==> src/rtl/downscale_pkg.sv <==
// ----------------------------------------------------------------------------
// downscale_pkg
// Shared types for the downscaler output path.
//   state_e : pack-writer control states (RUN / FLUSH / DRAIN)
//   word_t  : one packed memory word (word address, 4 data lanes, byte enables)
// The word address field is sized for the widest supported pixel address
// (64-bit byte address); narrower instances zero-extend into it.
// ----------------------------------------------------------------------------
package downscale_pkg;

   typedef enum logic [1:0] {
      RUN,
      FLUSH,
      DRAIN
   } state_e;

   localparam int DEFAULT_FIFO_DEPTH = 4;
   localparam int WORD_ADDR_MAX_W    = 62;

   typedef struct packed {
      logic [WORD_ADDR_MAX_W-1:0] addr;
      logic [31:0]                data;
      logic [3:0]                 be;
   } word_t;

endpackage

==> src/rtl/sync_fifo.sv <==
// ----------------------------------------------------------------------------
// sync_fifo
// Single-clock first-word-fall-through FIFO. The head entry is visible on
// head_data whenever empty is low; a push and a pop in the same cycle on a
// full FIFO are both accepted and leave the count unchanged.
//   clk, rst_n         : clock, asynchronous active-low reset
//   push, push_data    : write request and data (ignored when full without pop)
//   pop                : remove head entry (ignored when empty)
//   head_data          : current head entry
//   full, empty, count : occupancy status
// DEPTH must be a power of two, >= 2, so the pointers wrap naturally.
// ----------------------------------------------------------------------------
module sync_fifo #(
   parameter int WIDTH = 8,
   parameter int DEPTH = 4
) (
   input  logic                   clk,
   input  logic                   rst_n,
   input  logic                   push,
   input  logic [WIDTH-1:0]       push_data,
   input  logic                   pop,
   output logic [WIDTH-1:0]       head_data,
   output logic                   full,
   output logic                   empty,
   output logic [$clog2(DEPTH):0] count
);

   localparam int PTR_W = $clog2(DEPTH);
   localparam int CNT_W = PTR_W + 1;

   logic [WIDTH-1:0] mem_q [DEPTH];
   logic [PTR_W-1:0] wr_ptr_q, wr_ptr_d;
   logic [PTR_W-1:0] rd_ptr_q, rd_ptr_d;
   logic [CNT_W-1:0] count_q, count_d;
   logic             do_push, do_pop;

   assign empty     = (count_q == '0);
   assign full      = (count_q == CNT_W'(DEPTH));
   assign count     = count_q;
   assign head_data = mem_q[rd_ptr_q];

   // NOTE: every signal assigned in always_comb gets a default first, so no
   // path leaves it unassigned and no latch is inferred.
   always_comb begin
      do_pop   = pop && !empty;
      do_push  = push && (!full || do_pop);
      wr_ptr_d = wr_ptr_q;
      rd_ptr_d = rd_ptr_q;
      if (do_push) wr_ptr_d = wr_ptr_q + PTR_W'(1);
      if (do_pop)  rd_ptr_d = rd_ptr_q + PTR_W'(1);
      count_d = count_q + CNT_W'(do_push) - CNT_W'(do_pop);
   end

   // NOTE: sequential state uses non-blocking assignments so every flop
   // samples its pre-edge inputs regardless of statement order.
   always_ff @(posedge clk or negedge rst_n) begin
      if (!rst_n) begin
         wr_ptr_q <= '0;
         rd_ptr_q <= '0;
         count_q  <= '0;
      end else begin
         wr_ptr_q <= wr_ptr_d;
         rd_ptr_q <= rd_ptr_d;
         count_q  <= count_d;
      end
   end

   // NOTE: storage is deliberately not reset; entries are only observable
   // once written, because empty is derived from the reset count.
   always_ff @(posedge clk) begin
      if (do_push) mem_q[wr_ptr_q] <= push_data;
   end

endmodule

==> src/rtl/pixel_pack_writer.sv <==
// ----------------------------------------------------------------------------
// pixel_pack_writer
// Packs a non-stallable stream of 8-bit output pixels into 32-bit
// little-endian memory words with byte enables, buffers them in a small FWFT
// FIFO, and drains everything on a flush pulse.
//   clk, rst_n                    : clock, asynchronous active-low reset
//   pix_valid, pix_addr, pix_data : one pixel per cycle (byte address, value)
//   flush                         : pulse; emit partial word then drain
//   mem_valid, mem_ready          : word handshake toward memory
//   mem_addr, mem_data, mem_be    : word address, packed lanes, byte enables
//   busy                          : anything pending or not in RUN
//   flushed                       : one-cycle pulse when a flush completes
//   overflow                      : sticky, a pixel or word was dropped
// ADDR_W may be at most 64.
// ----------------------------------------------------------------------------
module pixel_pack_writer
   import downscale_pkg::*;
#(
   parameter int FIFO_DEPTH = DEFAULT_FIFO_DEPTH,
   parameter int ADDR_W     = 32
) (
   input  logic              clk,
   input  logic              rst_n,
   input  logic              pix_valid,
   input  logic [ADDR_W-1:0] pix_addr,
   input  logic [7:0]        pix_data,
   input  logic              flush,
   output logic              mem_valid,
   input  logic              mem_ready,
   output logic [ADDR_W-3:0] mem_addr,
   output logic [31:0]       mem_data,
   output logic [3:0]        mem_be,
   output logic              busy,
   output logic              flushed,
   output logic              overflow
);

   localparam int WA_W  = ADDR_W - 2;
   localparam int CNT_W = $clog2(FIFO_DEPTH) + 1;

   state_e          state_q, state_d;
   logic [WA_W-1:0] buf_addr_q, buf_addr_d;
   logic [31:0]     buf_data_q, buf_data_d;
   logic [3:0]      buf_mask_q, buf_mask_d;
   logic            overflow_q, overflow_d;

   logic [WA_W-1:0] pix_waddr;
   logic [1:0]      pix_lane;
   logic [3:0]      lane_sel;
   logic            buf_empty, buf_hit;
   logic [31:0]     fresh_data, merged_data;
   logic [3:0]      merged_mask;
   logic            push_req, push, pop;
   word_t           push_word, head_word;
   logic            fifo_full, fifo_empty;
   logic [CNT_W-1:0] fifo_count;
   logic            unused_head_addr;

   function automatic word_t make_word(input logic [WA_W-1:0] addr,
                                       input logic [31:0]     data,
                                       input logic [3:0]      be);
      word_t w;
      w.addr = WORD_ADDR_MAX_W'(addr);
      w.data = data;
      w.be   = be;
      return w;
   endfunction

   assign pix_waddr = pix_addr[ADDR_W-1:2];
   assign pix_lane  = pix_addr[1:0];
   assign lane_sel  = 4'b0001 << pix_lane;
   assign buf_empty = (buf_mask_q == 4'h0);
   // An empty buffer accepts any word address.
   assign buf_hit   = buf_empty || (buf_addr_q == pix_waddr);
   assign pop       = mem_valid && mem_ready;

   // Lanes not written since the buffer was loaded read back as zero.
   always_comb begin
      fresh_data  = '0;
      merged_data = buf_empty ? '0 : buf_data_q;
      for (int k = 0; k < 4; k++) begin
         if (pix_lane == 2'(k)) begin
            fresh_data[8*k +: 8]  = pix_data;
            merged_data[8*k +: 8] = pix_data;
         end
      end
      merged_mask = buf_mask_q | lane_sel;
   end

   always_comb begin
      state_d    = state_q;
      buf_addr_d = buf_addr_q;
      buf_data_d = buf_data_q;
      buf_mask_d = buf_mask_q;
      overflow_d = overflow_q;
      push_req   = 1'b0;
      push_word  = make_word(buf_addr_q, buf_data_q, buf_mask_q);
      flushed    = 1'b0;

      case (state_q)
         RUN: begin
            if (pix_valid) begin
               if (buf_hit) begin
                  if (merged_mask == 4'hF) begin
                     // Completed word goes straight to the FIFO.
                     push_req   = 1'b1;
                     push_word  = make_word(pix_waddr, merged_data, merged_mask);
                     buf_mask_d = 4'h0;
                  end else begin
                     buf_addr_d = pix_waddr;
                     buf_data_d = merged_data;
                     buf_mask_d = merged_mask;
                  end
               end else begin
                  // Word address changed: retire the old partial word.
                  push_req   = 1'b1;
                  buf_addr_d = pix_waddr;
                  buf_data_d = fresh_data;
                  buf_mask_d = lane_sel;
               end
            end
            if (flush) state_d = FLUSH;
         end
         FLUSH: begin
            if (pix_valid) overflow_d = 1'b1;
            if (buf_empty) begin
               state_d = DRAIN;
            end else if (!fifo_full || pop) begin
               push_req   = 1'b1;
               buf_mask_d = 4'h0;
               state_d    = DRAIN;
            end
         end
         DRAIN: begin
            if (pix_valid) overflow_d = 1'b1;
            if (fifo_empty) begin
               flushed = 1'b1;
               state_d = RUN;
            end
         end
         default: state_d = RUN;
      endcase

      if (push_req && fifo_full && !pop) overflow_d = 1'b1;
      push = push_req && (!fifo_full || pop);
   end

   always_ff @(posedge clk or negedge rst_n) begin
      if (!rst_n) begin
         state_q    <= RUN;
         buf_addr_q <= '0;
         buf_data_q <= '0;
         buf_mask_q <= '0;
         overflow_q <= 1'b0;
      end else begin
         state_q    <= state_d;
         buf_addr_q <= buf_addr_d;
         buf_data_q <= buf_data_d;
         buf_mask_q <= buf_mask_d;
         overflow_q <= overflow_d;
      end
   end

   sync_fifo #(
      .WIDTH($bits(word_t)),
      .DEPTH(FIFO_DEPTH)
   ) u_fifo (
      .clk      (clk),
      .rst_n    (rst_n),
      .push     (push),
      .push_data(push_word),
      .pop      (pop),
      .head_data(head_word),
      .full     (fifo_full),
      .empty    (fifo_empty),
      .count    (fifo_count)
   );

   // Outputs are forced to zero while the FIFO is empty so that unwritten
   // storage never reaches the memory port.
   assign mem_valid = !fifo_empty;
   assign mem_addr  = fifo_empty ? '0 : head_word.addr[WA_W-1:0];
   assign mem_data  = fifo_empty ? '0 : head_word.data;
   assign mem_be    = fifo_empty ? '0 : head_word.be;
   assign busy      = (state_q != RUN) || !buf_empty || (fifo_count != '0);
   assign overflow  = overflow_q;

   // Upper word-address bits are always zero for this ADDR_W.
   assign unused_head_addr = ^head_word.addr;

endmodule

==> config.mk <==
export PLATFORM = sky130hd
export DESIGN_NAME = pixel_pack_writer
export DESIGN_NICKNAME = d
export VERILOG_FILES = /design/src/rtl/downscale_pkg.sv /design/src/rtl/sync_fifo.sv /design/src/rtl/pixel_pack_writer.sv
export SDC_FILE = /design/constraint.sdc
export NUM_CORES = 1
export LEC_CHECK = 0
export ABC_CLOCK_PERIOD_IN_PS = 4870
export CAP_MARGIN = 30
export CORE_MARGIN = 2
export CORE_UTILIZATION = 60
export CTS_BUF_LIST = sky130_fd_sc_hd__clkbuf_2 sky130_fd_sc_hd__clkbuf_4 sky130_fd_sc_hd__clkbuf_8
export CTS_CLUSTER_DIAMETER = 50
export DETAILED_ROUTE_END_ITERATION = 8
export GPL_ROUTABILITY_DRIVEN = 0
export MAX_ROUTING_LAYER = met4
export PLACE_DENSITY = 0.82
export SYNTH_ARGS = -nofsm -noshare
export SYNTH_HDL_FRONTEND = slang
export SYNTH_SLANG_ARGS = --single-unit
export TNS_END_PERCENT = 5
==> constraint.sdc <==
create_clock -name clk -period 4.87 [get_ports clk]
set_input_delay 0.487 -clock clk [delete_from_list [all_inputs] [get_ports clk]]
set_output_delay 0.487 -clock clk [all_outputs]
set_load 0.005 [all_outputs]
==> flow_results.org <==
** Outcome
- Outcome :: finished, final reports clean

** GRT
- The number of global-route vias before repair was 8,060.
- Number of antenna violations at the first check in global routing :: 0
- Grt total ovfl :: 0
- Entering global routing, the biggest net connects 77 pins.
- Global-route wire length before repair :: 44.92 mm
- For this run, the total global-route usage over all layers was measured as 0.2490.

** Yosys
- Of the total synthesized cell area, the portion taken by XOR and XNOR cells is 0.02182.
- Library cell with the largest summed area after synthesis :: sky130_fd_sc_hd__edfxtp_1
- Leading cell types by total area after synthesis :: sky130_fd_sc_hd__edfxtp_1, sky130_fd_sc_hd__dfrtp_1, sky130_fd_sc_hd__mux4_2
- Of the total synthesized cell area, the portion taken by full adders, half adders and majority gates is 0.009441.
- In the synthesized netlist the async set-or-reset flop fraction comes to 0.2235.
- Synthesis inferred 340 register bits.
- Post-synthesis mux area share :: 0.1386
- Synth Cell Area :: 14,050 um2
- The Yosys step of the flow raised 0 warnings.
- Primary flip-flop cell chosen by synthesis mapping :: sky130_fd_sc_hd__edfxtp_1
- When the netlist entered floorplanning its net count stood at 851.
- EDFF count, synth :: 264
- Largest family of logic cells by synthesized area :: multiplexers
- The share of the Yosys chip area taken by registers is 0.6997.
- Post-synthesis share of cell area spent on and, or, nand and nor gates :: 0.05584
- Synthesis instantiated 42 different standard cells from the library.
- A synthesized cell averages 17.65 um2.
- The cell count after synthesis came out at 796.
- The share of synthesized area in the top cell type comes to 0.5643.
- The fraction of the mapped netlist area in compound gates was 0.05183.

** Min path
- The min-delay analysis places its worst path in the category primary input to asynchronous set/reset pin.

** Route
- Met2 Routed Length :: 14.47 mm
- The final layout contains routed wiring with a total length of 28.73 mm.
- Number of design rule violations left after detail routing :: 0
- After detailed routing, the wire length on met1 is 11.60 mm.
- Routed wl met3 :: 2.121 mm
- The count of nets left with antenna violations once routing finished came out at 0.
- Via count :: 7,629
- Total iterations of the first detailed-routing run :: 5
- In this run the top signal layer used is met4.
- Dividing the detail-routed via count by the number of cells gives 6.031.
- Average wire per cell in the routed design :: 22.71 um
- In this run, the number of DRC markers left after iteration 0 of detailed routing was 594.

** Die
- The initial utilization of the core area, before any placement, comes to 0.6168.
- The die is 157.0 um tall.
- After floorplanning, the core was divided into 55 placement rows.
- In this run the count of I/O pins placed on the die edge is 115.
- The floorplan step set the die width to 157.0 um.
- Core Region :: 22,780 um2
- Area of the die :: 24,650 um2

** Timing
- For the finished layout, the period the worst path requires is 3649 ps.
- For the final routed database, the setup TNS stands at 0 ps.
- Final hold vios :: 0
- For the pin with the worst max-slew slack, the measured transition is 1087 ps.
- Tcrit/Tclk final :: 0.7494
- Setup repair after global routing left no endpoint under its margin.
- Setup-failing EPs final :: 0
- Headroom to the max-slew limit came out at 0.2697.
- For the final database, setup skew stands at 15.70 ps.
- Highest Clock Rate :: 274.0 MHz
- The final-report max-slew violation count is 0.

** Critical path
- Measured in cells, the most critical reg-to-reg path has a length of 9.
- Setup crit end kind :: primary output
- Worst endpoint data arrival time :: 3160 ps
- Category of the critical setup timing path :: flop to primary output
- Req. time, crit path :: 4380 ps
- Sort of element at the start of the critical path :: flop
- Largest fanout on the critical path :: 46

** CTS
- CTS placed an instance of sky130_fd_sc_hd__clkbuf_8 at the clock tree root.
- Buffers inserted during clock tree synthesis total 51.
- Longest Clk Path Bufs :: 3
- Post-cts resize count :: 0
- At the later pin of the worst-skew pair, clock insertion delay measures 570 ps.
- Level count of the clock H-tree :: 2
- TritonCTS built the clock tree.
- After clock tree synthesis, the clock-pin slew on the worst setup and hold paths is 70 ps.
- CTS saw 340 sinks.

** Finish
- After the last flow step, the layout net total stands at 965.
- In the final layout, the share of cells above drive strength 1 is 0.2419.
- The finished layout holds 1,265 standard cells, fillers aside.
- Relative to the synthesized area, the layout overhead comes to 18.64%.
- Number of inserted filler cells in the final layout :: 1,325

** Place
- IO buf count :: 114
- Cell total after placement :: 1,168
- Once detailed placement completed, the half-perimeter wirelength came to 17.95 mm.

** Pwr
- Worst ir drop on vdd :: 0.4582 mV
- Power density over the cells :: 590.3 nW/um2
- Total power :: 9839 uW
- Cell leakage power :: 0.005933 uW

** Run
- Max Cap Viol :: 0
==> through the flow <==
stage / worst slack (ps) / util / cell area, um2 / hold WS [ps]
after floorplan: 1143 / - / 14050 / 191.4
after global placement: 990.0 / 0.6784 / 15450 / 477.1
after detailed placement: 894.0 / 0.6784 / 15450 / 492.5
after CTS: 1088 / 0.7300 / 16630 / 119.1
after global routing: 1012 / 0.7316 / 16660 / 364.5
final: 1221 / 0.7317 / 16670 / 343.6
==> per-layer routing <==
layer  vias to the layer above  global-route usage
li1                       3308                   -
met1                      3924              0.3286
met2                       348              0.4037
met3                        49             0.05066
met4                         0             0.06710
met5                         -                   -
==> worst paths after layout <==
check,from,end,slack (ps)
min in group clk,u_fifo.count[2],u_fifo.count[2],510
setup / recovery,u_fifo.rd_ptr_q[0],mem_addr[24],1220
max in group asynchronous,rst_n,u_fifo.rd_ptr_q[0],3910
hold / removal,rst_n,buf_addr_q[27],340
setup reg to reg,state_q[0],u_fifo.mem_q[1][52],1360
hold reg to reg,u_fifo.count[2],u_fifo.count[2],510
==> timing repair <==
item / CTS / global route
hold buffers: 0 / 1
setup buffers: 0 / 0
endpoints found under the hold margin: 0 / 16
==> layout make-up <==
type                    count  area, um2  share of cell area
multi-input cells         378       3904              0.2342
repair buffers            129       1324             0.07942
diodes                      1      2.502           0.0001501
clock inverters             8      121.4            0.007282
flip-flops and latches    340       9834              0.5900
clock buffers              86       1052             0.06313
well taps                 313      391.6             0.02350
inverters                  10      37.54            0.002252
==> cells in the final DEF, fill, tap and decap left out, types with 2 or more instances in the layout <==
cell type and count:
sky130_fd_sc_hd__o21ai_1 4, sky130_fd_sc_hd__nand2b_1 7, sky130_fd_sc_hd__nor2_1 14, sky130_fd_sc_hd__a21boi_2 4
sky130_fd_sc_hd__clkinv_2 3, sky130_fd_sc_hd__edfxtp_1 264, sky130_fd_sc_hd__nand2_1 16, sky130_fd_sc_hd__or2_2 2
sky130_fd_sc_hd__dfrtp_1 74, sky130_fd_sc_hd__buf_12 4, sky130_fd_sc_hd__clkbuf_8 65, sky130_fd_sc_hd__clkdlybuf4s50_1 113
sky130_fd_sc_hd__bufinv_16 3, sky130_fd_sc_hd__buf_4 10, sky130_fd_sc_hd__xor2_1 31, sky130_fd_sc_hd__a221o_1 2
sky130_fd_sc_hd__a2bb2oi_1 4, sky130_fd_sc_hd__nand4_1 2, sky130_fd_sc_hd__mux2_2 40, sky130_fd_sc_hd__and2_2 4
sky130_fd_sc_hd__clkbuf_4 21, sky130_fd_sc_hd__mux4_2 66, sky130_fd_sc_hd__inv_1 10, sky130_fd_sc_hd__o21ai_0 2
sky130_fd_sc_hd__and2_1 69, sky130_fd_sc_hd__a22o_1 56, sky130_fd_sc_hd__a21oi_1 10, sky130_fd_sc_hd__xnor2_1 4
sky130_fd_sc_hd__nor4_1 8, sky130_fd_sc_hd__nand3_1 2, sky130_fd_sc_hd__ha_1 9, sky130_fd_sc_hd__nor3_1 8
==> cells in the mapped netlist, types with 2 or more instances <==
library cell	n
sky130_fd_sc_hd__nor4_1	8
sky130_fd_sc_hd__ha_1	9
sky130_fd_sc_hd__xor2_1	31
sky130_fd_sc_hd__or2_2	2
sky130_fd_sc_hd__a221o_1	2
sky130_fd_sc_hd__mux2_2	40
sky130_fd_sc_hd__a21boi_2	4
sky130_fd_sc_hd__xnor2_1	4
sky130_fd_sc_hd__nand4_1	2
sky130_fd_sc_hd__o21ai_0	2
sky130_fd_sc_hd__a2bb2oi_1	4
sky130_fd_sc_hd__and2_1	73
sky130_fd_sc_hd__buf_6	3
sky130_fd_sc_hd__mux4_2	66
sky130_fd_sc_hd__clkbuf_1	51
sky130_fd_sc_hd__nand2_1	16
sky130_fd_sc_hd__nand2b_1	7
sky130_fd_sc_hd__inv_1	10
sky130_fd_sc_hd__nor2_1	14
sky130_fd_sc_hd__nand3_1	2
sky130_fd_sc_hd__a21oi_1	10
sky130_fd_sc_hd__a22o_1	56
sky130_fd_sc_hd__edfxtp_1	264
sky130_fd_sc_hd__nor3_1	8
sky130_fd_sc_hd__dfrtp_1	76
sky130_fd_sc_hd__buf_2	4
sky130_fd_sc_hd__o21ai_1	4
sky130_fd_sc_hd__buf_1	10
==> critical path: stages (launching register included) <==
cell and delay [ps]:
sky130_fd_sc_hd__dfrtp_4 1050, sky130_fd_sc_hd__buf_12 300, sky130_fd_sc_hd__mux4_2 570, sky130_fd_sc_hd__and2_1 190
sky130_fd_sc_hd__clkdlybuf4s50_1 450
==> kinds of logic (layout without fill, tap and decap cells) <==
kind of cell | count (synthesis) | in the layout
compound gates | 89 | 89
xor+xnor | 35 | 35
mux | 107 | 107
simple gates | 137 | 137
buf+inv | 78 | 233
fa+ha+maj | 10 | 10
other cells | 0 | 1
flops | 340 | 340
==> state kept, by name, indices dropped and copies added, names as in the netlist <==
name,flops
buf_mask_q,4
buf_data_q,32
u_fifo.rd_ptr_q,2
state_q,2
buf_addr_q,30
u_fifo.wr_ptr_q,2
u_fifo.mem_q,264
u_fifo.count,3
overflow,1
==> power by group <==
part           switching [uW]  leakage, uW  total [uW]  internal [uW]
sequential                481      0.00336        4260           3780
clock                    1050     0.000623        2570           1520
combinational            1220      0.00195        3010           1790
total                    2750      0.00593        9840           7090
Note: power is estimated with default switching activity, not from simulation.
